File: config.mk
export PLATFORM = sky130hd
export DESIGN_NAME = acumulador_ca2_flat
export DESIGN_NICKNAME = d
export VERILOG_FILES = /design/src/rtl/acumulador_ca2_pkg.sv /design/src/rtl/acumulador_ca2_if.sv /design/src/rtl/acumulador_ca2_sumador.sv /design/src/rtl/acumulador_ca2.sv /design/src/flat_wrapper.sv
export SDC_FILE = /design/constraint.sdc
export NUM_CORES = 1
export LEC_CHECK = 0
export BUFFER_PORTS_ARGS = -buffer_cell sky130_fd_sc_hd__buf_2
export CAP_MARGIN = 15
export CORE_AREA = 2 2 39 41
export CTS_CLUSTER_SIZE = 24
export DETAILED_ROUTE_END_ITERATION = 10
export DIE_AREA = 0 0 41 43
export PLACE_DENSITY = 0.79
export SLEW_MARGIN = 10
export SYNTH_ARGS = -nofsm -noshare
export SYNTH_HDL_FRONTEND = slang
export SYNTH_HIERARCHICAL = 1
export SYNTH_SLANG_ARGS = --single-unit
File: constraint.sdc
create_clock -name clk -period 7.3 [get_ports clk]
set_clock_uncertainty 0.15 [all_clocks]
set_input_delay 0.365 -clock clk [delete_from_list [all_inputs] [get_ports clk]]
set_output_delay 0.365 -clock clk [all_outputs]
set_load 0.05 [all_outputs]
File: src/rtl/acumulador_ca2_pkg.sv
// acc_ca2_pkg: shared types and constants for the two's-complement accumulator.
//   op_e  : operation code carried on the op bus (ADD/SUB/LOAD/CLEAR)
//   st_e  : output-register occupancy state (EMPTY/FULL)
//   FLAG_*: bit positions of the Z/Ng/C/V flags inside the 4-bit flags word
package acc_ca2_pkg;

    typedef enum logic [1:0] {
        OP_ADD   = 2'b00,
        OP_SUB   = 2'b01,
        OP_LOAD  = 2'b10,
        OP_CLEAR = 2'b11
    } op_e;

    typedef enum logic {
        ST_EMPTY = 1'b0,
        ST_FULL  = 1'b1
    } st_e;

    localparam int unsigned FLAG_Z  = 3;
    localparam int unsigned FLAG_NG = 2;
    localparam int unsigned FLAG_C  = 1;
    localparam int unsigned FLAG_V  = 0;

endpackage

File: src/rtl/acumulador_ca2_if.sv
// acumulador_ca2_if: valid/ready operand bus and result bus of the accumulator.
//   in_valid/in_ready   : operand handshake (operand N bits, op 2 bits)
//   out_valid/out_ready : result handshake (acc N bits, flags 4 bits)
//   slave  modport : seen from the accumulator
//   master modport : seen from the producer/consumer driving it
interface acumulador_ca2_if #(
    parameter int unsigned N = 4
);
    logic         in_valid;
    logic         in_ready;
    logic [N-1:0] operand;
    logic [1:0]   op;
    logic         out_valid;
    logic         out_ready;
    logic [N-1:0] acc;
    logic [3:0]   flags;

    modport slave (
        input  in_valid, operand, op, out_ready,
        output in_ready, out_valid, acc, flags
    );

    modport master (
        output in_valid, operand, op, out_ready,
        input  in_ready, out_valid, acc, flags
    );
endinterface

File: src/rtl/acumulador_ca2_sumador.sv
// sumador_cin: N-bit ripple-carry adder with carry-in.
//   a, b : N-bit addends
//   cin  : carry into bit 0
//   sum  : N-bit result (modulo 2^N)
//   cout : carry out of bit N-1
module sumador_cin #(
    parameter int unsigned N = 4
) (
    input  logic [N-1:0] a,
    input  logic [N-1:0] b,
    input  logic         cin,
    output logic [N-1:0] sum,
    output logic         cout
);

    always_comb begin
        logic c;
        c   = cin;
        sum = '0;
        for (int unsigned i = 0; i < N; i++) begin
            sum[i] = a[i] ^ b[i] ^ c;
            c      = (a[i] & b[i]) | (a[i] & c) | (b[i] & c);
        end
        cout = c;
    end

endmodule

File: src/rtl/acumulador_ca2.sv
// acumulador_ca2: registered two's-complement accumulator (ADD/SUB/LOAD/CLEAR)
// with a one-entry output register and valid/ready on both sides.
//   clk   : system clock, rising edge
//   rst_n : synchronous active-low reset
//   bus   : acumulador_ca2_if.slave (in_valid/in_ready/operand/op,
//           out_valid/out_ready/acc/flags; flags = {Z, Ng, C, V})
// Optional build macro ACUMULADOR_SATURATE_EN: on ADD/SUB signed overflow the
// accumulator clamps to the signed max/min instead of wrapping.
module acumulador_ca2
    import acc_ca2_pkg::*;
#(
    parameter int unsigned N = 4
) (
    input  logic             clk,
    input  logic             rst_n,
    acumulador_ca2_if.slave  bus
);

    st_e          state;
    st_e          state_next;
    logic         out_valid_w;
    logic         in_ready_w;
    logic         accept;

    op_e          op_sel;
    logic [N-1:0] add_b;
    logic         cin;
    logic [N-1:0] sum;
    logic         cout;
    logic         v_ovf;
    logic         c_next;
    logic         v_next;
    logic [N-1:0] acc_next;
    logic [3:0]   flags_next;
    logic [N-1:0] acc_q;
    logic [3:0]   flags_q;

    // Output FSM: state register
    always_ff @(posedge clk) begin
        if (!rst_n) begin
            state <= ST_EMPTY;
        end else begin
            state <= state_next;
        end
    end

    // Output FSM: next state
    always_comb begin
        state_next = state;
        unique case (state)
            ST_EMPTY: if (accept) state_next = ST_FULL;
            ST_FULL:  if (bus.out_ready && !accept) state_next = ST_EMPTY;
            default:  state_next = ST_EMPTY;
        endcase
    end

    // Output FSM: outputs and handshake
    always_comb begin
        out_valid_w = (state == ST_FULL);
        in_ready_w  = !out_valid_w || bus.out_ready;
        accept      = bus.in_valid && in_ready_w;
        bus.out_valid = out_valid_w;
        bus.in_ready  = in_ready_w;
    end

    // SUB reuses the adder as acc + ~operand + 1; the operand is never
    // negated on its own, so the most-negative value subtracts exactly.
    always_comb begin
        op_sel = op_e'(bus.op);
        add_b  = (op_sel == OP_SUB) ? ~bus.operand : bus.operand;
        cin    = (op_sel == OP_SUB);
    end

    sumador_cin #(.N(N)) u_sumador (
        .a    (acc_q),
        .b    (add_b),
        .cin  (cin),
        .sum  (sum),
        .cout (cout)
    );

    always_comb begin
        v_ovf    = (acc_q[N-1] == add_b[N-1]) && (sum[N-1] != acc_q[N-1]);
        acc_next = '0;
        c_next   = 1'b0;
        v_next   = 1'b0;
        unique case (op_sel)
            OP_ADD, OP_SUB: begin
                acc_next = sum;
                c_next   = cout;
                v_next   = v_ovf;
`ifdef ACUMULADOR_SATURATE_EN
                // Overflow direction follows the accumulator's sign.
                if (v_ovf) begin
                    acc_next = acc_q[N-1] ? {1'b1, {(N-1){1'b0}}}
                                          : {1'b0, {(N-1){1'b1}}};
                end
`endif
            end
            OP_LOAD:  acc_next = bus.operand;
            OP_CLEAR: acc_next = '0;
            default:  acc_next = '0;
        endcase
        flags_next          = '0;
        flags_next[FLAG_Z]  = (acc_next == '0);
        flags_next[FLAG_NG] = acc_next[N-1];
        flags_next[FLAG_C]  = c_next;
        flags_next[FLAG_V]  = v_next;
    end

    always_ff @(posedge clk) begin
        if (!rst_n) begin
            acc_q   <= '0;
            flags_q <= '0;
        end else if (accept) begin
            acc_q   <= acc_next;
            flags_q <= flags_next;
        end
    end

    always_comb begin
        bus.acc   = acc_q;
        bus.flags = flags_q;
    end

endmodule

File: src/flat_wrapper.sv
// flat-port wrapper written by rule: the top's interface ports become plain ports
module acumulador_ca2_flat import acc_ca2_pkg::*;
#(
    parameter int unsigned N = 4
)
  (clk, rst_n, bus_in_valid, bus_operand, bus_op, bus_out_ready, bus_in_ready, bus_out_valid, bus_acc, bus_flags);
  acumulador_ca2_if #(.N(N)) bus_i ();
  input  logic clk;
  input  logic rst_n;
  input wire logic [$bits(bus_i.in_valid)-1:0] bus_in_valid;
  input wire logic [$bits(bus_i.operand)-1:0] bus_operand;
  input wire logic [$bits(bus_i.op)-1:0] bus_op;
  input wire logic [$bits(bus_i.out_ready)-1:0] bus_out_ready;
  output wire logic [$bits(bus_i.in_ready)-1:0] bus_in_ready;
  output wire logic [$bits(bus_i.out_valid)-1:0] bus_out_valid;
  output wire logic [$bits(bus_i.acc)-1:0] bus_acc;
  output wire logic [$bits(bus_i.flags)-1:0] bus_flags;
  assign bus_i.in_valid = bus_in_valid;
  assign bus_i.operand = bus_operand;
  assign bus_i.op = bus_op;
  assign bus_i.out_ready = bus_out_ready;
  assign bus_in_ready = bus_i.in_ready;
  assign bus_out_valid = bus_i.out_valid;
  assign bus_acc = bus_i.acc;
  assign bus_flags = bus_i.flags;
  acumulador_ca2 #(.N(N)) u_core (.clk(clk), .rst_n(rst_n), .bus(bus_i));
endmodule
==> flow_summary.ini, run 1 <==
[status]
status = complete, no violations

[timing]
finalSetupViolCount = 0
finalHoldViolations = 0
rsz0062_at_grt = no
fmax_mhz = 306
period_share_pct = 44.8
finalCriticalPeriod_ns = 3.27
relSlewSlack_pct = 74.6
drv_slew = 0
tns_ns = 0
worst_slew_pin_slew_ns = 0.379

[clocking]
cts_resized = 0
h-tree-depth = 1
clock_path_buffers = 2
clk_latency_ns = 0.25
cts_tree = built
cts_setup_buffers = 0
numCtsBuffers = 3
clk_pin_slew_ns = 0.05
cts_root_buf = clkbuf_4
ctsHoldBuffers = 0
clock-sinks = 8

[worst_setup_path]
required_ns = 7.34
critPathLaunchType = primary input
end_kind = register
cp_max_fo = 12
r2r_slack_ns = 4.40
cp_data_arrival_time_ns = 3.31
critical_path_class = in -> reg

[logic_synthesis]
synthCells = 72
syn_avg_cell_area_um2 = 8.36
synth_largest_area_cell = dfxtp_1
yosysTopAreaCellShare_pct = 26.6
synth_top_cells_by_count = 13 x inv_1, 10 x a21oi_1, 8 x dfxtp_1
synth-async-reset-ratio_pct = 0
syn_nets = 86
ys_top_cells_by_area = dfxtp_1 27%, fa_1 13%, a21oi_1 8.3%, inv_1 8.1%, xnor2_1 7.3%
yosysMostFrequentCell = inv_1
synth_cell_types = 26
ys_ff_latch = 8
yosys_warnings = 6
synth_area_um2 = 602
yosysSeqAreaShare_pct = 26.6
synth_enable_flop_cells = 0
yosys_most_used_dff = dfxtp_1

[power_and_ir_drop]
comb_power_share_pct = 40.2
seqPwrFrac_pct = 36.1
vdd_drop_max_v = 0.000111
power_frac_clock_pct = 23.7
p_int_uw = 85.0
swShare_pct = 38.3
cellPowerDensity_mw_per_mm2 = 193
leakagePower_nw = 0.340
power_switching_uw = 52.7

[placed_design]
place_hpwl_um = 957
place_congestion = 0.853
io_buffers = 19

[layout]
area_growth_pct = 18.3
seq_area_um2 = 160
finish.utilization_pct = 51.4
drive_gt1_share_pct = 26.7
antennaDiodeCount = 0
multiInputGateArea_um2 = 362
fill_cells = 138
nets = 106

[route]
drc = 0
dr_total_vias = 531
drt_iter0_markers = 10
wire_per_inst_um = 11.3
wirelength_um = 1200
drt_first_pass_iters = 4
viasPerCell = 5.01
detail-route-antenna-nets = 0

[die]
fp-row-count = 14
die-area_mm2 = 0.00176
dieWidth_um = 41
io_pins = 20
core_area_mm2 = 0.00138
initial_utilization_pct = 43.5
die_h_um = 43

[global_route]
grt_pass1_vias = 414
grt_start_max_net_pins = 13
grt_antenna_before_repair = 0
grt.total_usage_pct = 14.8
grt_overflow = 0
grt_pass1_wl_um = 1720

[flow_run]
maxCapViolCount = 0

[min_path]
hold_path_class = in -> reg
## metrics by stage
step           area, µm²  worst slack [ns]  std cells  hold WS (ns)  power (mW)
6_report             712              4.03        106         0.278       0.138
5_1_grt              712              3.85        106         0.302       0.147
4_1_cts              712              4.02        106         0.268       0.139
3_5_place_dp         689              3.76        103         0.310       0.106
3_3_place_gp         689              3.82        103         0.311       0.104
2_1_floorplan        602              4.05         72         0.367      0.0935
## power groups by stage
stage	registers, mW	clock network [mW]	logic, mW
floorplan	0.0618	0	0.0316
CTS	0.0499	0.0335	0.0553
global placement	0.0506	0	0.0535
global route	0.0503	0.0357	0.0605
finish	0.0498	0.0326	0.0554
detailed placement	0.0507	0	0.0550
## routing by layer
metal	wire, µm	track usage [%]	up-vias	part of all wire [%]
met5	0	0	-	0
met4	4	2.00	0	0.33
met3	75	6.28	2	6.2
met2	615	24.1	23	51
met1	507	18.0	234	42
li1	-	-	272	-
## sequential cells by signal, summed over array words and instances, names as in the netlist
name and flops:
u_core/bus.out_valid 1, u_core/bus.flags 4, u_core/bus.acc 3
## path summary, 6_finish.rpt
kind	from	to	cells past startpoint
setup / recovery	bus_op[1]	u_core/bus.flags[3]	14
hold / removal	rst_n	u_core/bus.flags[3]	2
setup reg to reg	u_core/bus.acc[0]	u_core/bus.flags[3]	11
hold reg to reg	u_core/bus.flags[0]	u_core/bus.flags[0]	2
## final cells by class
type,instances,share of cell area (%)
multi-input cells,46,50.8
flip-flops and latches,8,22.5
repair buffers,19,13.4
inverters,14,7.38
clock buffers,3,3.16
well taps,16,2.81
## cells by family (layout without fill, tap and decap cells)
| kind of cell | count (synthesis) | count (layout) | share of synthesized area (%) |
|---|---|---|---|
| compound gates | 20 | 20 | 20.6 |
| xor+xnor | 5 | 5 | 7.28 |
| fa+ha+maj | 4 | 4 | 13.3 |
| buf+inv | 18 | 36 | 13.3 |
| flops | 8 | 8 | 26.6 |
| mux | 1 | 1 | 1.66 |
| simple gates | 16 | 16 | 17.3 |
## cell usage in the layout, fill, tap and decap left out, drive strengths merged, types with 3 or more instances in the layout
cell type	n
clkbuf	3
fa	4
a211oi	3
dfxtp	8
buf	19
a21oi	10
inv	13
nor2b	5
xnor2	5
## worst max-delay path, cell delays in order
cell and delay, ns:
buf_2 0.18, nand2b_1 0.29, xnor2_1 0.16, inv_1 0.07, fa_1 0.38, inv_1 0.08, fa_1 0.18, fa_1 0.16
inv_1 0.06, fa_1 0.47, inv_1 0.07, or4_1 0.47, o2bb2ai_1 0.21, a41o_1 0.19
Power figures use the tool's default switching activity.
==> inputs of run 2 (changes only) <==
--- a/config.mk
+++ b/config.mk
@@ -7,11 +7,11 @@
 export LEC_CHECK = 0
 export BUFFER_PORTS_ARGS = -buffer_cell sky130_fd_sc_hd__buf_2
 export CAP_MARGIN = 15
-export CORE_AREA = 2 2 39 41
+export CORE_MARGIN = 2
+export CORE_UTILIZATION = 43
 export CTS_CLUSTER_SIZE = 24
 export DETAILED_ROUTE_END_ITERATION = 10
-export DIE_AREA = 0 0 41 43
-export PLACE_DENSITY = 0.79
+export PLACE_DENSITY = 0.78
 export SLEW_MARGIN = 10
 export SYNTH_ARGS = -nofsm -noshare
 export SYNTH_HDL_FRONTEND = slang
==> constraint.sdc (replaced) <==
create_clock -name clk -period 2.8 [get_ports clk]
set_clock_uncertainty 0.15 [all_clocks]
set_input_delay 0.14 -clock clk [delete_from_list [all_inputs] [get_ports clk]]
set_output_delay 0.14 -clock clk [all_outputs]
set_load 0.05 [all_outputs]
==> flow_summary.ini, run 2 (synthesized netlist as in run 1, its figures left out) <==
[status]
status = complete, no violations

[placed_design]
io_buffers = 19
place_congestion = 0.756
place_inst = 109
place_hpwl_um = 1050

[worst_setup_path]
required_ns = 2.85
cp_data_arrival_time_ns = 2.74
end_kind = register
critical_path_class = reg -> reg
cp_max_fo = 2
r2r_cells = 11
worstReg2RegEnd = u_core/bus.flags[3]
r2r_slack_ns = 0.10
r2r-start = u_core/bus.acc[0]
critPathLaunchType = register

[die]
core_area_mm2 = 0.00130
io_pins = 20
dieWidth_um = 41.4
fp-row-count = 13
initial_utilization_pct = 46.2
die_h_um = 41.4
die-area_mm2 = 0.00171

[timing]
finalCriticalPeriod_ns = 2.70
finalHoldViolations = 0
fmax_mhz = 371
rsz0062_at_grt = no
period_share_pct = 96.3
tns_ns = 0
drv_slew = 0
relSlewSlack_pct = 72.3
finalSetupViolCount = 0
worst_slew_pin_slew_ns = 0.414

[layout]
finish.utilization_pct = 63.7
largest_register_ffs = 4
instances_no_fill = 113
antennaDiodeCount = 0
area_growth_pct = 37.6
mostFrequentLayoutCell = buf_2
nets = 114
layout_common_cells = 18 x buf_2, 10 x a21oi_1, 9 x inv_1
drive_gt1_share_pct = 45.9

[route]
dr_total_vias = 604
drt_iter0_markers = 15
detail-route-antenna-nets = 0
drt_first_pass_iters = 4
wirelength_um = 1470
drc = 0
viasPerCell = 5.35
wire_per_inst_um = 13.0

[clocking]
h-tree-depth = 1
clock-sinks = 8
cts_root_buf = clkbuf_4
clock_path_buffers = 2
cts_tree = built
clk_latency_ns = 0.26
ctsHoldBuffers = 0
numCtsBuffers = 3
clk_pin_slew_ns = 0.06

[global_route]
grt_start_max_net_pins = 12
grt_overflow = 0
grt.total_usage_pct = 18.3
grt_pass1_vias = 557
grt_antenna_before_repair = 0
grt_pass1_wl_um = 2420

[min_path]
hold_start = rst_n
hold-path-endpoint = u_core/bus.flags[3]
hold_path_class = in -> reg
hold_depth = 2

[power_and_ir_drop]
comb_power_share_pct = 45.2
power_frac_clock_pct = 22.4
seqPwrFrac_pct = 32.3
power_switching_uw = 157
swShare_pct = 38.9
cellPowerDensity_mw_per_mm2 = 487
vdd_drop_max_v = 0.000263
p_int_uw = 246
total_power_uw = 403
leakagePower_nw = 0.393

[flow_run]
maxCapViolCount = 0
-- run 2: cell count changes in the layout (fill, tap and decap cells not counted), moves of 3 or more --
cell	previous run	this run
inv_1	13	9
buf_4	0	8
inv_2	0	4
fa_1	4	1
fa_2	0	3
-- run 2: cell type report --
class / count / area (µm²)
Clock buffer: 3 / 22.5
Timing Repair Buffer: 27 / 161
Multi-Input combinational cell: 46 / 412
Inverter: 14 / 52.6
Tap cell: 15 / 18.8
Sequential cell: 8 / 161
Fill cell: 124 / 473
-- run 2: power groups by stage --
stage / logic (mW) / clock network (mW) / registers, mW
after detailed placement: 0.167 / 0 / 0.132
after global placement: 0.162 / 0 / 0.132
after CTS: 0.178 / 0.0942 / 0.130
after floorplan: 0.0911 / 0 / 0.162
final: 0.182 / 0.0905 / 0.130
after global routing: 0.199 / 0.101 / 0.132
-- run 2: repair_timing --
action,CTS,global route
setup buffers,0,1
setup endpoints to repair,1,2
resized for setup,3,3
gates cloned,0,0
pin swaps,7,5
-- run 2: layer usage --
metal	wire (µm)	track usage, %	up-vias	part of all wire [%]
met2	724	29.7	35	49
met5	0	0	-	0
met4	25	5.81	0	1.7
met3	115	6.52	8	7.8
li1	-	-	291	-
met1	604	22.6	270	41
-- run 2: worst max-delay path: stages (launching register included) --
cell and delay, ns:
dfxtp_2 0.33, inv_1 0.05, fa_2 0.33, inv_2 0.07, fa_2 0.21, fa_2 0.20
inv_2 0.04, fa_1 0.49, inv_2 0.04, or4_4 0.42, o2bb2ai_4 0.13, a41o_1 0.17
-- run 2: worst max-delay path by stage --
stage / start / to / depth (start not counted)
floorplan: bus_op[1] / u_core/bus.flags[3] / 15
global placement: bus_op[1] / u_core/bus.flags[3] / 14
detailed placement: bus_op[1] / u_core/bus.flags[3] / 14
CTS: u_core/bus.acc[0] / u_core/bus.flags[0] / 12
global route: u_core/bus.acc[0] / u_core/bus.flags[0] / 12
finish: u_core/bus.acc[0] / u_core/bus.flags[3] / 11
-- run 2: metrics by stage --
step / setup slack (ns) / hold WS [ns] / instance area [µm²]
floorplan: -0.151 / 0.149 / 636
global placement: -0.143 / 0.296 / 764
detailed placement: -0.199 / 0.311 / 764
CTS: 0.0194 / 0.0326 / 810
global route: 0.00420 / 0.0399 / 828
finish: 0.104 / 0.0380 / 828
